## src/rtl/fetch_unit.sv

```systemverilog
// Instruction-fetch stage: owns the PC, captures memory read data into an IR and hands it to decode.
// Optional halt-on-opcode-6'b111111 behaviour is enabled by defining FETCH_HALT_EN.

`ifndef WORD_SIZE
`define WORD_SIZE 32
`endif
`ifndef MEM_SIZE
`define MEM_SIZE 256
`endif

module fetch_unit #(
  parameter int unsigned             PC_WIDTH  = 8,
  parameter logic [PC_WIDTH-1:0]     RESET_PC  = '0,
  parameter int unsigned             CNT_WIDTH = 16
) (
  input  logic                  clk,
  input  logic                  rst,
  output logic [PC_WIDTH-1:0]   mem_address,
  output logic                  mem_write,
  input  logic [`WORD_SIZE-1:0] mem_data_out,
  input  logic                  redirect,
  input  logic [PC_WIDTH-1:0]   redirect_pc,
  input  logic                  ir_ready,
  output logic                  ir_valid,
  output logic [`WORD_SIZE-1:0] ir,
  output logic [PC_WIDTH-1:0]   ir_pc,
  output logic [CNT_WIDTH-1:0]  fetch_count,
  output logic                  halted
);

  logic [PC_WIDTH-1:0]   pc_q, pc_d;
  logic [`WORD_SIZE-1:0] ir_q, ir_d;
  logic [PC_WIDTH-1:0]   ir_pc_q, ir_pc_d;
  logic                  ir_valid_q, ir_valid_d;
  logic [CNT_WIDTH-1:0]  cnt_q, cnt_d;
  logic [PC_WIDTH-1:0]   pc_inc;
  logic                  run;
  logic                  load;

`ifdef FETCH_HALT_EN
  typedef enum logic {RUN, HALT} state_e;
  state_e state_q, state_d;

  assign run    = (state_q == RUN);
  assign halted = (state_q == HALT);
`else
  assign run    = 1'b1;
  assign halted = 1'b0;
`endif

  assign load   = run && (!ir_valid_q || ir_ready) && !redirect;
  // The last memory word wraps back to address 0.
  assign pc_inc = (pc_q == PC_WIDTH'(`MEM_SIZE - 1)) ? '0 : pc_q + PC_WIDTH'(1);

  always_comb begin
    pc_d       = pc_q;
    ir_d       = ir_q;
    ir_pc_d    = ir_pc_q;
    ir_valid_d = ir_valid_q;
    cnt_d      = cnt_q;
`ifdef FETCH_HALT_EN
    state_d    = state_q;
`endif
    if (redirect) begin
      pc_d       = redirect_pc;
      ir_valid_d = 1'b0;
`ifdef FETCH_HALT_EN
      state_d    = RUN;
`endif
    end else if (load) begin
      ir_d       = mem_data_out;
      ir_pc_d    = pc_q;
      ir_valid_d = 1'b1;
      if (cnt_q != '1) begin
        cnt_d = cnt_q + CNT_WIDTH'(1);
      end
`ifdef FETCH_HALT_EN
      // A halt word is delivered to decode but the PC parks on it.
      if (mem_data_out[31:26] == 6'b111111) begin
        state_d = HALT;
      end else begin
        pc_d = pc_inc;
      end
`else
      pc_d = pc_inc;
`endif
    end else if (ir_valid_q && ir_ready) begin
      ir_valid_d = 1'b0;
    end
  end

  always_ff @(posedge clk or posedge rst) begin
    if (rst) begin
      pc_q       <= RESET_PC;
      ir_q       <= '0;
      ir_pc_q    <= '0;
      ir_valid_q <= 1'b0;
      cnt_q      <= '0;
`ifdef FETCH_HALT_EN
      state_q    <= RUN;
`endif
    end else begin
      pc_q       <= pc_d;
      ir_q       <= ir_d;
      ir_pc_q    <= ir_pc_d;
      ir_valid_q <= ir_valid_d;
      cnt_q      <= cnt_d;
`ifdef FETCH_HALT_EN
      state_q    <= state_d;
`endif
    end
  end

  assign mem_address = pc_q;
  assign mem_write   = 1'b0;
  assign ir          = ir_q;
  assign ir_pc       = ir_pc_q;
  assign ir_valid    = ir_valid_q;
  assign fetch_count = cnt_q;

endmodule
```

## config.mk

```make
export PLATFORM = sky130hd
export DESIGN_NAME = fetch_unit
export DESIGN_NICKNAME = d
export VERILOG_FILES = /design/src/rtl/fetch_unit.sv
export SDC_FILE = /design/constraint.sdc
export NUM_CORES = 1
export LEC_CHECK = 0
export ABC_CLOCK_PERIOD_IN_PS = 2150
export CAP_MARGIN = 10
export CORE_UTILIZATION = 45
export CTS_BUF_LIST = sky130_fd_sc_hd__clkbuf_4
export DETAILED_ROUTE_END_ITERATION = 8
export GPL_TIMING_DRIVEN = 0
export PLACE_DENSITY = 0.8
export RECOVER_POWER = 50
export SLEW_MARGIN = 20
export SYNTH_ARGS = -nofsm -noshare
export SYNTH_HDL_FRONTEND = slang
export SYNTH_SLANG_ARGS = --single-unit
```

## constraint.sdc

```tcl
create_clock -name clk -period 2.15 [get_ports clk]
set_input_delay 0.3225 -clock clk [delete_from_list [all_inputs] [get_ports clk]]
set_output_delay 0.3225 -clock clk [all_outputs]
set_load 0.005 [all_outputs]
```

Yosys cells after proc, flatten, opt, wreduce, memory -nomap -nowiden. Index checks and enable logic that the tools add are counted.

Output and inout port bits: 67. Input port bits: 44. Register bits: 65.

Reduce and logical (&&, ||, !) cells: 9. $add $sub $neg: 2. Bitwise operators: 1. Eq/ne operators: 2. Mux-type cells: 6.

Operator list (number): $mux W8 (3); $add A16 B1 Y16 const B (1); $ne A16 B16 Y1 const B (1); $add A8 B1 Y8 const B (1); $eq A8 B8 Y1 const B (1); $mux W1 (3); $reduce_and A3 Y1 (1); $reduce_bool A3 Y1 (1); $logic_and A1 B1 Y1 (2); $logic_not A1 Y1 (2); $reduce_and A2 Y1 (1); $reduce_bool A2 Y1 (1); $logic_or A1 B1 Y1 (1); $not A1 Y1 (1).

Logic depth before layout (Yosys ltp). Gate-level depths: netlist (run 1).

Word-level depth: 5. Gate-level depth with buffers: 5.

Worst setup path after synthesis (run 1). OpenSTA, ideal clock, no wires.

Path kind: register to register. Start point: register ir_valid_q (netlist: ir_valid). End point: register ir_q[0] (netlist: ir[0]). Data arrival time: 1.353 ns. Clock period less this slack: 1.478 ns. Cell stages (with the launch flop): 6. Library setup time: 0.125 ns. Path slack: 0.672 ns. Data required time: 2.025 ns. Path through: dfrtp_1 nor2b_1 buf_6 nor2_1 buf_2 mux2_2.

Cells in the longest elaborated chain, start to end: 4.

Ends and longest elaborated chain: start, declared (RTL line 34) `logic ir_valid_q, ir_valid_d;`; start signal, assigned (RTL line 106) `ir_valid_q <= ir_valid_d;`; $logic_not A1 Y1 (RTL line 51) `assign load = run && (!ir_valid_q || ir_ready) && !redirect;`; $logic_or A1 B1 Y1 (RTL line 51); $logic_and A1 B1 Y1 (RTL line 51); $reduce_and A2 Y1 (no source line); end signal, assigned (RTL line 104) `ir_q <= ir_d;`; end, declared (RTL line 32) `` logic [`WORD_SIZE-1:0] ir_q, ir_d; ``.

Every way passes these cells. A chain may end at the register's enable or synchronous reset.

Worst setup path after layout (run 1).
Start point: register pc_q[3] (netlist: mem_address[3]). End point: output mem_address[3].

RTL lines: start, declared (RTL line 31) `logic [PC_WIDTH-1:0] pc_q, pc_d;`; start signal, assigned (RTL line 103) `pc_q <= pc_d;`; end, declared (RTL line 18) `output logic [PC_WIDTH-1:0] mem_address,`.

No word-level cell between the ends.

==> metrics.md, run 1 <==
| Metric | Value |
|---|---|
| EDFF count, synth | `0` |
| Cells along the critical path | `clkdlybuf4s50_1` |
| H-tree lvl count | `3` |
| Synth top area cells | `dfrtp_1, mux2_2, xor2_1` |
| DP HPWL | `between 4 and 5 mm` |
| Fraction of registers with async set/reset | `1.00` |
| Met3 wire length | `645 microns` |
| Share of post-route cells with drive strength above 1 | `0.203` |
| Crit Path Max Fanout | `7` |
| Syn Area/Cell | `between 10 and 15 sq um` |
| Highest Signal Layer | `met4` |
| Register area share after synthesis | `0.566` |
| WL met1 | `2.61 mm` |
| Clock slew at reported path FFs | `0.11 ns` |
| DRC errors left | `0` |
| CTS root buffer | `clkbuf_4` |
| CP bufs+invs | `1` |
| Launching point of the worst reg2reg path | `ir_valid` |
| Worst R2R End | `ir_pc[2]` |
| Hold Violations, Final | `0` |
| R2r worst-path depth | `5` |
| Crit Path Category | `flip-flop to primary output` |
| Layout area overhead | `44.4%` |
| Outcome | `completed` |
| Top_reg_cell synth | `dfrtp_1` |
| Met2 routed WL | `3.18 mm` |
| Final setup viols | `0` |
| Initial antenna violation count | `0` |
| Final instance count without filler cells | `between 400 and 500` |
| Synth area leader | `dfrtp_1` |
| Yosys Warn Count | `0` |
| Worst Hold Class | `input pin to asynchronous set/reset pin` |
| Largest net degree at the start of global routing | `53` |
| R2R Setup Slk | `around 0.44 ns` |
| DR vias/cell | `around 5.3` |
| Post-layout net count | `between 300 and 400` |
| Die area | `between 0.006 and 0.007 sq mm` |
| Starting density of the core | `0.477` |
| Core area | `0.00603 sq mm` |
| Gr ovfl total | `0` |
| # IOs | `approximately 110` |
| Worst clock skew | `roughly 0.011 ns` |
| Die H | `81.9 microns` |
| Synth unique cells | `slightly above 40` |
| PD cells | `roughly 760 mW/mm^2` |
| Gpl congestion | `approximately 0.89` |
| Synth top area share | `0.566` |
| Number of max-cap violations | `0` |
| Max clock buf depth | `2` |
| Fin area | `just over 0.004 sq mm` |
| Drt pass-1 iters | `5` |
| TritonCTS clock tree | `built` |
| Clk_lat worst skew | `0.40 ns` |
| Max incr delay on CP | `0.56 ns` |
| Fmax | `roughly 560 MHz` |
| Global-route wire length before repair | `~10 mm` |
| Slew Limit Fails | `0` |
| Routed WL | `between 6 and 7 mm` |
| First DRT Iteration DRCs | `141` |
| Total CTS buffers | `9` |
| Post-CTS setup buffer count | `0` |
| CP Launch Type | `flip-flop` |
| Slowest-stage cell, CP | `clkdlybuf4s50_1` |
| Worst-margin pin slew | `approximately 0.7 ns` |
| GRT Util Overall | `0.213` |
| Drt wl/cell | `15.4 microns` |
| TritonCTS Sinks | `between 60 and 70` |
| Post-CTS resize count | `0` |
| Required time of the critical path | `around 1.8 ns` |
| Synth Instances | `225` |
| Tcrit/Tclk final | `0.827` |
| Placed Cells | `409` |
| Slew headroom | `0.532` |
| Number of global-route vias before repair | `~2200` |
| Cell Rows | `28` |
| Die Span X | `81.9 microns` |
| IO buf count | `around 110` |
| Top cell family by delay on the critical path | `buffers and inverters` |
| P_leak | `1.74 nW` |
| Minimum clock period | `about 1.8 ns` |
| FILL cells | `around 470` |
| Post-route ant nets | `0` |
| CP Capture Type | `primary output` |
| Hold_buf cts | `0` |
| Peak VDD IR | `around 0.53 mV` |
| Critical path arrival | `~1.5 ns` |
| Cell Area, Synth | `0.00287 sq mm` |
| N_diodes | `0` |
| Register bit count reported by yosys | `65` |
| RSZ-0062 raised after global routing | `no` |
| Via count | `2246` |
| Post-DP Area | `0.00407 sq mm` |
## through the flow
stage	hold slack [ns]	setup TNS, ns	setup slack [ns]	total power [mW]	util
after floorplan	0.439	0	0.201	1.95	-
after global placement	0.489	-60.12	-0.927	2.51	0.670
after detailed placement	0.495	0	0.0941	2.55	0.675
after CTS	0.175	0	0.354	3.21	0.692
after global routing	0.439	0	0.292	3.33	0.688
final	0.406	0	0.372	3.14	0.688
## flip-flops by register name (all words and copies together) (netlist names)
signal,count
ir_pc,8
fetch_count,16
ir_valid,1
ir,32
mem_address,8
## layout make-up
cell class                 count  area (sq um)  share of cell area
sequential                    65          1630               0.392
clock buffer                  10          75.1              0.0181
inverter                       4          16.3             0.00392
tap                           75          93.8              0.0226
clock inverter                 5          23.8             0.00573
timing repair buffer         108          1080               0.260
multi-input combinational    145          1170               0.281
buffer                        12          65.1              0.0157
## cells by family after synthesis
group                    count (synthesis)  share of synthesized area
multiplexers                            43                      0.169
other                                    1                    0.00131
AO/OA/AOI/OAI                           24                     0.0532
flip-flops                              65                      0.566
adder cells (fa/ha/maj)                  2                    0.00871
AND/OR/NAND/NOR                         59                      0.126
buffers and inverters                   16                     0.0288
XOR/XNOR                                15                     0.0458
## cell usage after synthesis, drive strengths merged (2+ instances only)
cell type  count
xor2           9
buf            9
clkbuf         3
o41ai          2
nor4           3
nand4          8
a21oi          6
dfrtp         65
inv            4
o21ai          8
ha             2
nor2b          3
and3           2
xnor2          6
nor3           5
nand2         16
a31oi          2
and2           2
nand3          7
a41oi          2
nor2           6
mux2          42
nor3b          2
## worst max-delay path by stage
stage                         startpoint             end  cells past startpoint
final                     mem_address[3]  mem_address[3]                      1
after global routing      mem_address[0]  mem_address[0]                      1
after CTS                 mem_address[3]  mem_address[3]                      1
after detailed placement        ir_ready           ir[2]                      6
after global placement               rst  fetch_count[9]                      2
after floorplan                      rst  fetch_count[0]                      1
## power breakdown
| group | total, mW | switching, mW | leakage [nW] | internal [mW] |
|---|---|---|---|---|
| Sequential | 1.60 | 0.179 | 0.781 | 1.42 |
| Combinational | 0.894 | 0.314 | 0.894 | 0.579 |
| Clock | 0.651 | 0.418 | 0.0632 | 0.233 |
## cell usage in the layout (no fill, tap or decap), types with 3 or more instances in the layout
cell / netlist / routed
clkbuf_4: 0 / 11
clkbuf_1: 3 / 5
a21oi_1: 6 / 6
nor2b_1: 3 / 3
dfrtp_1: 65 / 65
mux2_2: 41 / 41
nand3_1: 7 / 7
o21ai_0: 8 / 8
buf_2: 6 / 4
xor2_1: 9 / 9
dlygate4sd3_1: 0 / 19
xnor2_1: 6 / 6
nor2_1: 6 / 6
clkinv_2: 0 / 4
inv_1: 4 / 3
nand2_1: 16 / 16
nand4_1: 7 / 7
nor3_1: 3 / 3
clkdlybuf4s50_1: 0 / 88
## routing by layer
metal,global-route usage,vias up
li1,-,1045
met4,0.0842,0
met2,0.331,102
met1,0.266,1088
met5,0,-
met3,0.0811,11
No activity file was read; power rests on OpenSTA's default activity.
==> inputs of run 2 (changes only) <==
--- a/config.mk
+++ b/config.mk
@@ -5,7 +5,7 @@
 export SDC_FILE = /design/constraint.sdc
 export NUM_CORES = 1
 export LEC_CHECK = 0
-export ABC_CLOCK_PERIOD_IN_PS = 2150
+export ABC_CLOCK_PERIOD_IN_PS = 1800
 export CAP_MARGIN = 10
 export CORE_UTILIZATION = 45
 export CTS_BUF_LIST = sky130_fd_sc_hd__clkbuf_4
==> constraint.sdc (replaced) <==
create_clock -name clk -period 1.8 [get_ports clk]
set_input_delay 0.27 -clock clk [delete_from_list [all_inputs] [get_ports clk]]
set_output_delay 0.27 -clock clk [all_outputs]
set_load 0.005 [all_outputs]
==> run 2 against run 1 <==
Effect of this change:
- core utilization rose by 0.21 points
- combinational power rose by 20%
- cell area rose by 0.30%
- non-clock buffer count rose by 1
- routed wire length fell by 2.9%
- sequential power rose by 19%
- critical endpoint is now fetch_count[8]
- highest routed layer unchanged
==> metrics.md, run 2 (synthesis results as in run 1) <==
| Metric | Value |
|---|---|
| Die Span X | `81.9 microns (unchanged)` |
| Number of global-route vias before repair | `2199 (-1.8%)` |
| CP bufs+invs | `1 (unchanged)` |
| Drt wl/cell | `14.9 microns (-3.1%)` |
| Clk_lat worst skew | `0.40 ns (about the same)` |
| Cells along the critical path | `clkdlybuf4s50_1` |
| HP Start | `redirect` |
| Starting density of the core | `0.477 (unchanged)` |
| Hold Violations, Final | `0 (unchanged)` |
| P_leak | `1.73 nW (-0.33%)` |
| RSZ-0062 raised after global routing | `yes` |
| Layout Utilization | `0.690 (+0.00208)` |
| GRT Util Overall | `0.206 (-0.00635)` |
| Final setup viols | `0 (unchanged)` |
| FILL cells | `442 (-6.8%)` |
| Slew Limit Fails | `0 (unchanged)` |
| Tcrit/Tclk final | `0.950` |
| M2 GR Usage | `0.327 (-0.00331)` |
| Core area | `0.00603 sq mm (unchanged)` |
| Post-route ant nets | `0 (unchanged)` |
| Most used routing layer | `met2` |
| GR Util met1 | `0.262 (-0.00415)` |
| TritonCTS clock tree | `built` |
| Worst clock skew | `0.0162 ns (+0.00548 ns)` |
| Final TNS setup | `0 ns (unchanged)` |
| CP Capture Type | `primary output` |
| First DRT Iteration DRCs | `64 (-55%)` |
| Outcome | `completed` |
| Slowest-stage cell, CP | `clkdlybuf4s50_1` |
| DP HPWL | `4.75 mm (-2.1%)` |
| Initial antenna violation count | `0 (unchanged)` |
| Peak VDD IR | `0.587 mV (+12%)` |
| Max reg flops | `32 (unchanged)` |
| Share of post-route cells with drive strength above 1 | `0.209 (+0.00513)` |
| Required time of the critical path | `1.53 ns (-0.30 ns)` |
| R2r worst-path depth | `5 (unchanged)` |
| PnR worst setup slack | `0.0907 ns (-0.282 ns)` |
| CP Launch Type | `flip-flop` |
| Die area | `0.00670 sq mm (unchanged)` |
| DRC errors left | `0 (unchanged)` |
| Max clock buf depth | `2 (unchanged)` |
| N_diodes | `0 (unchanged)` |
| PD cells | `901 mW/mm^2 (+19%)` |
| Crit Path Category | `flip-flop to primary output` |
| Die H | `81.9 microns (unchanged)` |
| Global-route wire length before repair | `10.3 mm (-1.3%)` |
| Worst-margin pin slew | `0.649 ns (-0.0531 ns)` |
| Worst Hold Depth | `2` |
| H-tree lvl count | `3 (unchanged)` |
| Max incr delay on CP | `0.55 ns (about the same)` |
| Top cell family by delay on the critical path | `buffers and inverters` |
| DR vias/cell | `5.23 (-1.3%)` |
| Worst Hold Class | `input pin to flip-flop` |
| Layout area overhead | `44.8%` |
| Crit Path Max Fanout | `6 (-1)` |
| R2R Setup Slk | `0.10 ns (-0.34 ns)` |
| Via count | `2222 (-1.1%)` |
| CP startpoint | `fetch_count[8]` |
| Hold-critical path endpoint | `ir_valid` |
| IO buf count | `107 (unchanged)` |
| Total CTS buffers | `9 (unchanged)` |
| Overall Power | `3.75 mW (+19%)` |
| WHS | `0.240 ns (-0.165 ns)` |
| Worst R2R End | `ir[12]` |
| Cell Rows | `28 (unchanged)` |
| Drt pass-1 iters | `4 (-1)` |
| Gr ovfl total | `0 (unchanged)` |
| CTS root buffer | `clkbuf_4` |
| Most frequent cells in the layout | `clkdlybuf4s50_1, dfrtp_1, mux2_2` |
| Gpl congestion | `0.817 (-8.5%)` |
| Clock slew at reported path FFs | `0.11 ns (about the same)` |
| TritonCTS Sinks | `65 (unchanged)` |
| Number of max-cap violations | `0 (unchanged)` |
| Minimum clock period | `1.71 ns` |
| Critical path arrival | `1.44 ns (-0.02 ns)` |
| Largest net degree at the start of global routing | `28 (-47%)` |
| Post-CTS setup buffer count | `0 (unchanged)` |
| Post-layout net count | `392 (+0.26%)` |
| Launching point of the worst reg2reg path | `ir_valid` |
| Met3 usage | `0.0656 (-0.0156)` |
| DP Worst Slack | `-0.176 ns (-0.270 ns)` |
| Commonest non-fill, non-tap cell in the layout | `clkdlybuf4s50_1` |
| # IOs | `111 (unchanged)` |
| Routed WL | `6.34 mm (-2.9%)` |
| Fmax | `around 590 MHz` |
| Slew headroom | `0.565 (+0.0330)` |
[run 2: cell types whose count changed in the layout (fill, tap and decap cells not counted), sizes merged]
cell and change:
buf +1, clkdlybuf4s50 +7, dlygate4sd3 -7
[run 2: per-stage QoR]
stage                     cells  area [sq um]
after CTS                   425          4180
after global placement      408          4040
after global routing        425          4160
final                       425          4160
after floorplan             226          2880
after detailed placement    410          4080
[run 2: worst max-delay path by stage]
| stage | cells past startpoint | endpoint |
|---|---|---|
| after floorplan | 5 | ir[0] |
| after global placement | 6 | ir[29] |
| after detailed placement | 6 | ir_pc[2] |
| after CTS | 1 | mem_address[0] |
| after global routing | 5 | ir[27] |
| final | 1 | fetch_count[8] |
[run 2: routing by layer]
| metal | up-vias | share of wire |
|---|---|---|
| li1 | 1056 | - |
| met1 | 1070 | 0.41 |
| met2 | 89 | 0.49 |
| met3 | 7 | 0.084 |
| met4 | 0 | 0.011 |
| met5 | - | 0 |
[run 2: layout make-up]
type | instances | area [sq um] | share of cell area
Inverter | 4 | 16.3 | 0.00391
Timing Repair Buffer | 109 | 1100 | 0.264
Clock buffer | 10 | 75.1 | 0.0181
Tap cell | 75 | 93.8 | 0.0226
Sequential cell | 65 | 1630 | 0.391
Clock inverter | 5 | 23.8 | 0.00572
Multi-Input combinational cell | 145 | 1160 | 0.278
Buffer | 12 | 68.8 | 0.0166
[run 2: where the power goes]
part	internal [mW]	switching [mW]
logic	0.704	0.363
registers	1.69	0.207
clock network	0.279	0.499
total	2.68	1.07
[run 2: what timing repair did]
item                       CTS  global route
gates resized for setup      0             1
hold buffers                 0             0
setup endpoints to repair    0            10
==> inputs of run 3 (changes only) <==
--- a/config.mk
+++ b/config.mk
@@ -5,7 +5,6 @@
 export SDC_FILE = /design/constraint.sdc
 export NUM_CORES = 1
 export LEC_CHECK = 0
-export ABC_CLOCK_PERIOD_IN_PS = 1800
 export CAP_MARGIN = 10
 export CORE_UTILIZATION = 45
 export CTS_BUF_LIST = sky130_fd_sc_hd__clkbuf_4
==> results of run 3 <==
Final layout, timing and power as in run 2 (identical DEF).
